<file path="src/rtl/rocketcpu_param_smoother.sv">
// rocketcpu_param_smoother: per-sample slew limiter for CPU-written audio parameters.
// One shared subtract/shift/add datapath visits one channel per clock after each strobe.
module rocketcpu_param_smoother #(
    parameter int CHANNELS = 4,
    parameter int WIDTH    = 32
) (
    input  logic                      i_wb_clk,
    input  logic                      i_wb_rst,
    input  logic                      i_sample_strobe,
    input  logic [CHANNELS*WIDTH-1:0] i_target,
    input  logic [4:0]                i_rate,
    output logic [CHANNELS*WIDTH-1:0] o_value,
    output logic [CHANNELS-1:0]       o_settled,
    output logic                      o_busy,
    output logic                      o_overrun
);

    localparam int IW = (CHANNELS > 1) ? $clog2(CHANNELS) : 1;

    typedef enum logic {
        S_IDLE,
        S_RUN
    } state_t;

    state_t                r_state;
    logic [IW-1:0]         r_idx;
    logic                  r_busy;
    logic                  r_overrun;
    logic [WIDTH-1:0]      r_val [CHANNELS];
    logic [CHANNELS-1:0]   r_settled;

    logic [WIDTH-1:0]      w_tgt_arr [CHANNELS];
    logic [WIDTH-1:0]      w_tgt;
    logic [WIDTH-1:0]      w_cur;
    logic signed [WIDTH:0] w_diff;
    logic signed [WIDTH:0] w_shift;
    logic signed [WIDTH:0] w_step;
    logic [WIDTH-1:0]      w_new;
    logic                  w_last;
    logic                  w_force_one;

    // Unpack the flat target bus and repack the value registers.
    for (genvar k = 0; k < CHANNELS; k++) begin : g_pack
        assign w_tgt_arr[k]                = i_target[k*WIDTH +: WIDTH];
        assign o_value[k*WIDTH +: WIDTH]   = r_val[k];
    end

    assign o_settled = r_settled;
    assign o_busy    = r_busy;
    assign o_overrun = r_overrun;

    // Shared slew datapath for the channel selected by r_idx.
    always_comb begin
        w_tgt       = w_tgt_arr[r_idx];
        w_cur       = r_val[r_idx];
        w_diff      = $signed({1'b0, w_tgt}) - $signed({1'b0, w_cur});
        w_shift     = w_diff >>> i_rate;
        // A small positive gap floors to zero; nudge by one so it still converges.
        w_force_one = !w_diff[WIDTH] && (|w_diff) && !(|w_shift);
        w_step      = w_force_one ? {{WIDTH{1'b0}}, 1'b1} : w_shift;
        w_new       = w_cur + w_step[WIDTH-1:0];
        w_last      = (r_idx == IW'(CHANNELS - 1));
    end

    // Pass sequencer: strobe starts a pass, one channel updated per clock.
    always_ff @(posedge i_wb_clk) begin
        if (i_wb_rst) begin
            r_state   <= S_IDLE;
            r_idx     <= '0;
            r_busy    <= 1'b0;
            r_overrun <= 1'b0;
            r_settled <= '0;
            for (int k = 0; k < CHANNELS; k++) begin
                r_val[k] <= '0;
            end
        end else begin
            unique case (r_state)
                S_IDLE: begin
                    r_overrun <= 1'b0;
                    r_idx     <= '0;
                    if (i_sample_strobe) begin
                        r_state <= S_RUN;
                        r_busy  <= 1'b1;
                    end
                end
                S_RUN: begin
                    r_overrun        <= i_sample_strobe;
                    r_val[r_idx]     <= w_new;
                    r_settled[r_idx] <= (w_new == w_tgt);
                    if (w_last) begin
                        r_state <= S_IDLE;
                        r_busy  <= 1'b0;
                        r_idx   <= '0;
                    end else begin
                        r_idx <= r_idx + 1'b1;
                    end
                end
                default: begin
                    r_state <= S_IDLE;
                    r_busy  <= 1'b0;
                end
            endcase
        end
    end

endmodule

</file>
<file path="config.mk">
export PLATFORM = sky130hd
export DESIGN_NAME = rocketcpu_param_smoother
export DESIGN_NICKNAME = d
export VERILOG_FILES = /design/src/rtl/rocketcpu_param_smoother.sv
export SDC_FILE = /design/constraint.sdc
export NUM_CORES = 1
export LEC_CHECK = 0
export BUFFER_PORTS_ARGS = -buffer_cell sky130_fd_sc_hd__buf_2
export CAP_MARGIN = 20
export CELL_PAD_IN_SITES_DETAIL_PLACEMENT = 2
export CELL_PAD_IN_SITES_GLOBAL_PLACEMENT = 2
export CORE_MARGIN = 1.5
export CORE_UTILIZATION = 35
export DETAILED_ROUTE_END_ITERATION = 8
export PLACE_DENSITY = 0.84
export SLEW_MARGIN = 20
export SYNTH_ARGS = -nofsm -noshare
export SYNTH_HDL_FRONTEND = slang
export SYNTH_SLANG_ARGS = --single-unit
</file>
<file path="constraint.sdc">
create_clock -name i_wb_clk -period 10.5 [get_ports i_wb_clk]
set_clock_uncertainty 0.15 [all_clocks]
set_input_delay 1.575 -clock i_wb_clk [delete_from_list [all_inputs] [get_ports i_wb_clk]]
set_output_delay 1.575 -clock i_wb_clk [all_outputs]
set_load 0.01 [all_outputs]
</file>
==> flow_summary.rst, run 1 <==
.. list-table::
   :header-rows: 1

   * - Metric
     - Value
   * - All-Layer GR Usage
     - 38.52%
   * - CP max stage cell
     - sky130_fd_sc_hd__mux4_2
   * - Slew of the pin with the lowest slew margin
     - 1.158 ns
   * - Number of primary I/O pins
     - 270
   * - Instance count of the mapped netlist
     - 1528
   * - DR vias/cell
     - 6.740
   * - Number of setup violations in the final report
     - 0
   * - Number of sinks handled by clock tree synthesis
     - 137
   * - Post-DRT Antenna Nets
     - 0
   * - Endpoint arrival time on the critical path
     - 10.54 ns
   * - Unique masters post-synth
     - 85
   * - Overall overflow remaining after global route
     - 0
   * - CTS tree
     - done
   * - Area leader, netlist
     - sky130_fd_sc_hd__edfxtp_1
   * - Start-to-end type of the worst setup path
     - in2reg
   * - Count of endpoints failing hold in the final timing report
     - 0
   * - Antenna violations before repair
     - 2
   * - Net count reported at finish
     - 1995
   * - Achievable clock frequency
     - 96.58 MHz
   * - Required time reported for the critical path endpoint
     - 10.69 ns
   * - Worst R2R Path Depth
     - 32
   * - Final Routed Wirelength
     - 79.89 mm
   * - Sequential fraction of the synthesis area
     - 29.02%
   * - Final number of max-transition violations
     - 0
   * - Most frequently used flop master after synthesis
     - sky130_fd_sc_hd__edfxtp_1
   * - Critical path launch point type
     - input pin
   * - Post-route standard cell area excluding fillers
     - 16720 um2
   * - Leading cell types in the layout, fill and taps excluded
     - 269 x sky130_fd_sc_hd__buf_2, 221 x sky130_fd_sc_hd__nor2_1, 128 x sky130_fd_sc_hd__edfxtp_1, 118 x sky130_fd_sc_hd__nand2_1, 86 x sky130_fd_sc_hd__a21oi_1
   * - Post-synth EDFFs
     - 128
   * - Max-cap violation count
     - 0
   * - Area of the mapped netlist
     - 13870 um2
   * - Leakage
     - 0.006783 uW
   * - Layout cell share with drive strength beyond 1
     - 27.51%
   * - Hold WC Path Type
     - reg2reg
   * - Critical path depth
     - 33
   * - Input/output buffers
     - 269
   * - Met3 capacity usage during global routing
     - 8.578%
   * - Number of buffers added by the clock tree synthesis step
     - 17
   * - Asr flop ratio synth
     - 0%
   * - Synthesized Nets
     - 1733
   * - Skew-Pair Late Insertion Delay
     - 0.45 ns
   * - Biggest cell delay along the critical path
     - 0.56 ns
   * - Crit path from
     - i_target[96]
   * - Area post-placement
     - 16010 um2
   * - Number of detailed-routing iterations run before antenna repair
     - 7
   * - Leading cell type in the layout, fill and taps excluded
     - sky130_fd_sc_hd__buf_2
   * - Starting density of the core
     - 35.71%
   * - Routed wirelength normalized by instance count
     - 34.36 um
   * - Pin count of the biggest net entering global routing
     - 71
   * - Initial drt markers
     - 1741
   * - Drc violations
     - 0
   * - Final clock period utilization by the worst path
     - 98.61%
   * - Slack of the worst reg-to-reg path
     - 0.24 ns
   * - Area grow syn2layout
     - 20.54%
   * - Die area
     - 40820 um2
   * - CP endpoint kind
     - flip-flop
   * - X dimension of the die
     - 202.1 um
   * - Clock tree root buffer cell
     - sky130_fd_sc_hd__clkbuf_16
   * - P per Cell Area
     - 221.3 nW/um2
   * - Proportion of netlist area held by the largest area contributor
     - 27.72%
   * - Met2 Use GR
     - 62.30%
   * - Max VDD drop
     - 156.8 uV
   * - Routed via count
     - 15.67k
   * - Synthesized flop and latch total
     - 137
   * - Reg-to-Reg End
     - o_settled[3]$_SDFFE_PP0P_
   * - Core footprint
     - 38830 um2
   * - Average size of a mapped cell
     - 9.075 um2
   * - Headroom to the max-slew limit
     - 22.79%
   * - Site row count
     - 72
   * - Maximum level of the CTS H-tree
     - 4
   * - Max Root-Sink Buffers
     - 2
   * - Final weighted congestion in routability-driven placement
     - 1.001
   * - Outcome
     - finished clean
   * - Worst Path Buf+Inv
     - 5
   * - Clock slew seen by the registers of the worst setup and hold paths
     - 0.06 ns
   * - Critical-path maximum fanout
     - 8
   * - Number of global-route vias before repair
     - 16.71k
   * - Met1 Track Usage GR
     - 48.56%
   * - HPWL after detailed placement
     - 57.10 mm
   * - Family with the most delay on the worst path
     - compound AO/OA/AOI/OAI gates
   * - Synth top area cells
     - sky130_fd_sc_hd__edfxtp_1 28%, sky130_fd_sc_hd__mux4_2 13%, sky130_fd_sc_hd__ha_1 6.0%
   * - Yosys warnings
     - 0
   * - Layer carrying the most global-route usage
     - met2
   * - Startpoint of the worst register-to-register path
     - r_idx[1]$_SDFF_PP0_
   * - Global-route wire length before repair
     - 117.0 mm
   * - Shortest period the worst path allows
     - 10.35 ns
   * - Capture point of the critical path
     - o_settled[3]$_SDFFE_PP0P_
   * - Die Span Y
     - 202.1 um
   * - Power Total
     - 3700 uW
-- area by class of cell --
| type | instances | area, um2 |
|---|---|---|
| antenna | 4 | 10.01 |
| clock inverter | 14 | 180.2 |
| sequential | 137 | 4031 |
| timing repair buffer | 343 | 1914 |
| inverter | 53 | 198.9 |
| fill | 4227 | 22110 |
| clock buffer | 18 | 429.2 |
| multi-input combinational | 1238 | 9304 |
| tap | 518 | 648.1 |
-- report_power, final --
group          switching, uW  internal, uW  total [uW]  leakage, uW
clock                    267           395         662     0.000296
combinational           1540           807        2350      0.00509
sequential              42.7           650         693      0.00140
-- cells in the mapped netlist (8+ instances only) --
library cell,count
sky130_fd_sc_hd__xnor2_1,38
sky130_fd_sc_hd__nand3_1,30
sky130_fd_sc_hd__and2_1,12
sky130_fd_sc_hd__a31oi_1,15
sky130_fd_sc_hd__nand4_1,24
sky130_fd_sc_hd__a211oi_1,24
sky130_fd_sc_hd__a21oi_1,86
sky130_fd_sc_hd__o21a_1,14
sky130_fd_sc_hd__clkbuf_1,72
sky130_fd_sc_hd__a21o_1,18
sky130_fd_sc_hd__buf_1,11
sky130_fd_sc_hd__nand3b_1,9
sky130_fd_sc_hd__or3_1,16
sky130_fd_sc_hd__xnor3_1,8
sky130_fd_sc_hd__nor2_1,221
sky130_fd_sc_hd__o31ai_1,18
sky130_fd_sc_hd__and3_1,15
sky130_fd_sc_hd__o21ai_0,83
sky130_fd_sc_hd__o211ai_1,20
sky130_fd_sc_hd__nand2_1,118
sky130_fd_sc_hd__inv_1,51
sky130_fd_sc_hd__nor4_1,20
sky130_fd_sc_hd__nand2b_1,25
sky130_fd_sc_hd__mux4_2,78
sky130_fd_sc_hd__buf_2,11
sky130_fd_sc_hd__edfxtp_1,128
sky130_fd_sc_hd__mux2_2,10
sky130_fd_sc_hd__nor3_1,51
sky130_fd_sc_hd__a21boi_0,13
sky130_fd_sc_hd__ha_1,67
sky130_fd_sc_hd__or2_2,10
sky130_fd_sc_hd__xor2_1,28
sky130_fd_sc_hd__mux2i_1,21
sky130_fd_sc_hd__dfxtp_1,9
sky130_fd_sc_hd__a211o_1,9
-- sequential cells by signal, summed over array words and instances, names as in the netlist --
register and flops:
o_settled 4, r_val 128, o_busy 1, o_overrun 1
r_idx 2, r_state 1
-- repair_timing --
item / CTS / global route
setup buffers: 1 / 0
hold buffers: 0 / 0
pin swaps: 0 / 1
endpoints found under the setup margin: 3 / 7
endpoints found under the hold margin: 0 / 0
cloned: 0 / 0
resized for setup: 2 / 12
-- how the worst min path moves through the flow --
stage | startpoint | to | cells past startpoint
3_5_place_dp | o_busy$_SDFFE_PP0P_ | o_busy$_SDFFE_PP0P_ | 2
2_1_floorplan | o_busy$_SDFFE_PP0P_ | o_busy$_SDFFE_PP0P_ | 2
3_3_place_gp | o_busy$_SDFFE_PP0P_ | o_busy$_SDFFE_PP0P_ | 2
5_1_grt | o_busy$_SDFFE_PP0P_ | o_busy$_SDFFE_PP0P_ | 2
6_report | o_busy$_SDFFE_PP0P_ | o_busy$_SDFFE_PP0P_ | 2
4_1_cts | o_busy$_SDFFE_PP0P_ | o_busy$_SDFFE_PP0P_ | 2
-- through the flow --
| stage | setup WS, ns | hold slack [ns] | setup TNS (ns) | utilization [%] | instances |
|---|---|---|---|---|---|
| 2_1_floorplan | 0.8530 | 0.3305 | 0 | - | 1528 |
| 3_3_place_gp | -0.08810 | 0.3006 | -0.3050 | 41.24 | 2288 |
| 3_5_place_dp | -0.3551 | 0.3202 | -1.257 | 41.24 | 2288 |
| 4_1_cts | 0.03860 | 0.3525 | 0 | 42.88 | 2321 |
| 5_1_grt | -0.005867 | 0.3883 | -0.008870 | 43.03 | 2322 |
| 6_report | 0.1461 | 0.3662 | 0 | 43.05 | 2325 |
-- kinds of logic (layout without fill, tap and decap cells) --
kind of cell | count (synthesis) | in the layout | synth area share [%]
compound gates | 391 | 391 | 18.96
mux | 109 | 109 | 15.00
flops | 137 | 137 | 29.02
simple gates | 594 | 594 | 20.67
other cells | 0 | 4 | 0
buf+inv | 153 | 428 | 4.385
xor+xnor | 75 | 75 | 5.639
fa+ha+maj | 69 | 69 | 6.334
-- worst register-to-register path: cells and delay by family, from the launching register on --
kind	cells	cell delay, ns
AOI/OAI and AO/OA	10	2.90
and+or+nand+nor	8	2.10
muxes	4	1.67
adders and majority gates	4	1.21
DFF	1	1.08
xor gates and xnor gates	2	0.62
buffers and inverters	4	0.43
-- layer usage --
layer	routed length (um)	vias to the layer above
met5	0	-
met4	4015	0
met3	7775	236
met2	37400	1040
met1	30700	8031
li1	-	6363
Power figures use the tool's default switching activity.
==> run 2: changes to the inputs <==
Settings changed: BUFFER_PORTS_ARGS -buffer_cell sky130_fd_sc_hd__buf_2 to default, CORE_UTILIZATION 35 to 40, DONT_BUFFER_PORTS from default to 1, PLACE_DENSITY 0.84 to 0.83, RECOVER_POWER from default to 100, SETUP_SLACK_MARGIN from default to 0.1.
==> flow_summary.rst, run 2 (same netlist as run 1, synthesis figures left out) <==
.. list-table::
   :header-rows: 1

   * - Metric
     - Value
   * - Endpoint arrival time on the critical path
     - 11.44 ns (+0.90 ns)
   * - Outcome
     - complete, but fails checks
   * - Final clock period utilization by the worst path
     - 107.3% (+8.7 points)
   * - Slack of the worst reg-to-reg path
     - -0.62 ns (-0.86 ns)
   * - Worst Min Path Start
     - o_busy$_SDFFE_PP0P_
   * - Number of sinks handled by clock tree synthesis
     - 137 (unchanged)
   * - Slew of the pin with the lowest slew margin
     - 2.346 ns (+1.188 ns)
   * - Maximum level of the CTS H-tree
     - 4 (unchanged)
   * - Worst Path Buf+Inv
     - 1 (-4)
   * - Die area
     - 35790 um2 (-12%)
   * - Critical-path maximum fanout
     - 5 (-3)
   * - Net count reported at finish
     - 1707 (-14%)
   * - Max-cap violation count
     - 5 (+5)
   * - HPWL after detailed placement
     - 51.67 mm (-9.5%)
   * - Input/output buffers
     - 0 (-100%)
   * - Routed wirelength normalized by instance count
     - 43.07 um (+25%)
   * - Endpoint of the worst hold path
     - o_busy$_SDFFE_PP0P_
   * - Leakage
     - 0.005552 uW (-18%)
   * - CP max stage cell
     - sky130_fd_sc_hd__o31ai_1
   * - Achievable clock frequency
     - 88.77 MHz (-8.1%)
   * - Shortest period the worst path allows
     - 11.27 ns (+0.9117 ns)
   * - Multi-input gate area
     - 9354 um2 (+0.54%)
   * - All-Layer GR Usage
     - 41.16% (+2.6 points)
   * - Starting density of the core
     - 40.34% (+4.6 points)
   * - Number of setup violations in the final report
     - 25 (+25)
   * - Max VDD drop
     - 231.6 uV (+48%)
   * - Most prevalent standard cell on the critical path
     - sky130_fd_sc_hd__o31ai_1
   * - DR vias/cell
     - 8.014 (+19%)
   * - Final Routed Wirelength
     - 85.44 mm (+6.9%)
   * - Clock slew seen by the registers of the worst setup and hold paths
     - 0.08 ns (+0.02 ns)
   * - Overall overflow remaining after global route
     - 0 (unchanged)
   * - Global-route wire length before repair
     - 107.7 mm (-7.9%)
   * - Fill cell total of the finished layout
     - 3647 (-14%)
   * - Family with the most delay on the worst path
     - compound AO/OA/AOI/OAI gates
   * - Leading cell type in the layout, fill and taps excluded
     - sky130_fd_sc_hd__nor2_1
   * - Worst R2R Path Depth
     - 28 (-13%)
   * - Biggest cell delay along the critical path
     - 0.73 ns (+0.17 ns)
   * - Critical path launch point type
     - input pin
   * - Cell depth of the worst min-delay path
     - 2 (unchanged)
   * - Violated checks
     - max-capacitance violations, max-slew violations, negative setup slack
   * - Number of buffers added by the clock tree synthesis step
     - 17 (unchanged)
   * - CTS tree
     - done
   * - Largest register by flop count
     - r_val
   * - Register cell area after layout
     - 4031 um2 (unchanged)
   * - Number of global-route vias before repair
     - 15.41k (-7.8%)
   * - Initial drt markers
     - 2514 (+44%)
   * - Number of primary I/O pins
     - 270 (unchanged)
   * - Leading cell types in the layout, fill and taps excluded
     - 221 x sky130_fd_sc_hd__nor2_1, 128 x sky130_fd_sc_hd__edfxtp_1, 117 x sky130_fd_sc_hd__nand2_1, 84 x sky130_fd_sc_hd__a21oi_1
   * - Skew-Pair Late Insertion Delay
     - 0.47 ns (+0.02 ns)
   * - CP endpoint kind
     - flip-flop
   * - Final weighted congestion in routability-driven placement
     - 0.9792 (-2.1%)
   * - Site row count
     - 68 (-5.6%)
   * - Headroom to the max-slew limit
     - -56.41% (-79 points)
   * - Required time reported for the critical path endpoint
     - 10.68 ns (about the same)
   * - Core footprint
     - 34370 um2 (-11%)
   * - Hold WC Path Type
     - reg2reg
   * - Placement Setup Slack
     - -0.7173 ns (-0.3622 ns)
   * - X dimension of the die
     - 189.2 um (-6.4%)
   * - Pin count of the biggest net entering global routing
     - 59 (-17%)
   * - Start-to-end type of the worst setup path
     - in2reg
   * - P per Cell Area
     - 250.0 nW/um2 (+13%)
   * - Min setup slack post-route
     - -0.7656 ns (-0.9117 ns)
   * - Number of detailed-routing iterations run before antenna repair
     - 6 (-1)
   * - Die Span Y
     - 189.2 um (-6.4%)
   * - Aggregate negative setup slack
     - -7.165 ns (-7.165 ns)
   * - Routed via count
     - 15.90k (+1.5%)
   * - Finished Core Util
     - 44.26% (+1.2 points)
   * - Count of endpoints failing hold in the final timing report
     - 0 (unchanged)
   * - Reg-to-Reg End
     - o_settled[3]$_SDFFE_PP0P_
   * - Layout cell share with drive strength beyond 1
     - 13.87% (-14 points)
   * - Area grow syn2layout
     - 9.708%
   * - Antenna violations before repair
     - 12 (+10)
   * - Clock tree root buffer cell
     - sky130_fd_sc_hd__clkbuf_16
   * - Flip-flop count of the largest register after layout
     - 128 (unchanged)
   * - Startpoint of the worst register-to-register path
     - r_idx[1]$_SDFF_PP0_
   * - Drc violations
     - 0 (unchanged)
   * - Post-DRT Antenna Nets
     - 0 (unchanged)
   * - Final hold slack
     - 0.4280 ns (+0.06176 ns)
   * - Final number of max-transition violations
     - 170 (+170)
   * - Max Root-Sink Buffers
     - 2 (unchanged)
==> run 2: cell types whose count changed in the layout (fill, tap and decap cells not counted), moves of 2 or more <==
cell,delta
sky130_fd_sc_hd__buf_2,-269
sky130_fd_sc_hd__o21ai_1,+2
sky130_fd_sc_hd__a21oi_1,-2
sky130_fd_sc_hd__o21ai_0,-3
sky130_fd_sc_hd__clkbuf_1,+3
sky130_fd_sc_hd__diode_2,+11
sky130_fd_sc_hd__buf_4,-23
==> run 2: cell type report <==
cell class	count	share of cell area (%)
clock inverter	13	1.176
clock buffer	18	2.821
inverter	53	1.308
antenna	15	0.2467
tap	455	3.742
multi-input combinational	1238	61.49
timing repair buffer	55	2.722
sequential	137	26.50
==> run 2: per-layer routing <==
layer	wire length, um	global-route usage [%]	share of wire (%)	vias up
met1	28550	48.13	33	7794
met2	35800	64.85	42	1678
li1	-	-	-	5791
met5	128	0	0.15	-
met3	12080	12.53	14	625
met4	8880	28.39	10	12
==> run 2: worst max-delay path by stage <==
| stage | endpoint | from | cells after the start |
|---|---|---|---|
| floorplan | o_settled[0]$_SDFFE_PP0P_ | r_idx[0]$_SDFF_PP0_ | 37 |
| global placement | o_settled[2]$_SDFFE_PP0P_ | i_target[96] | 32 |
| detailed placement | o_settled[3]$_SDFFE_PP0P_ | i_target[96] | 32 |
| CTS | o_settled[0]$_SDFFE_PP0P_ | i_target[96] | 33 |
| global route | o_settled[3]$_SDFFE_PP0P_ | i_target[115] | 28 |
| finish | o_settled[3]$_SDFFE_PP0P_ | i_target[115] | 28 |
==> run 2: what timing repair did <==
action	in CTS	in global routing
endpoints found under the hold margin	0	0
setup buffers	1	8
gates resized for setup	11	18
hold buffers	0	0
setup endpoints to repair	13	12
pin swaps	1	6
==> run 2: power by group <==
part           switching [uW]  internal, uW  leakage, uW
Combinational            1640           733      0.00386
Sequential               81.1           653      0.00140
Clock                     301           395     0.000291
Total                    2020          1780      0.00555
==> run 2: per-stage QoR <==
| stage | instance area [um2] | cells | total power (uW) |
|---|---|---|---|
| floorplan | 13870 | 1528 | 1993 |
| global placement | 14410 | 1929 | 2582 |
| detailed placement | 14410 | 1929 | 2697 |
| CTS | 15080 | 1961 | 3473 |
| global route | 15200 | 1979 | 3811 |
| finish | 15210 | 1984 | 3803 |
==> run 2: tightest hold or removal path: cells and delay by family (launching register included) <==
family | cells | cell delay, ns
flip-flops | 1 | 0.35
AO/OA/AOI/OAI | 1 | 0.08
AND/OR/NAND/NOR | 1 | 0.09
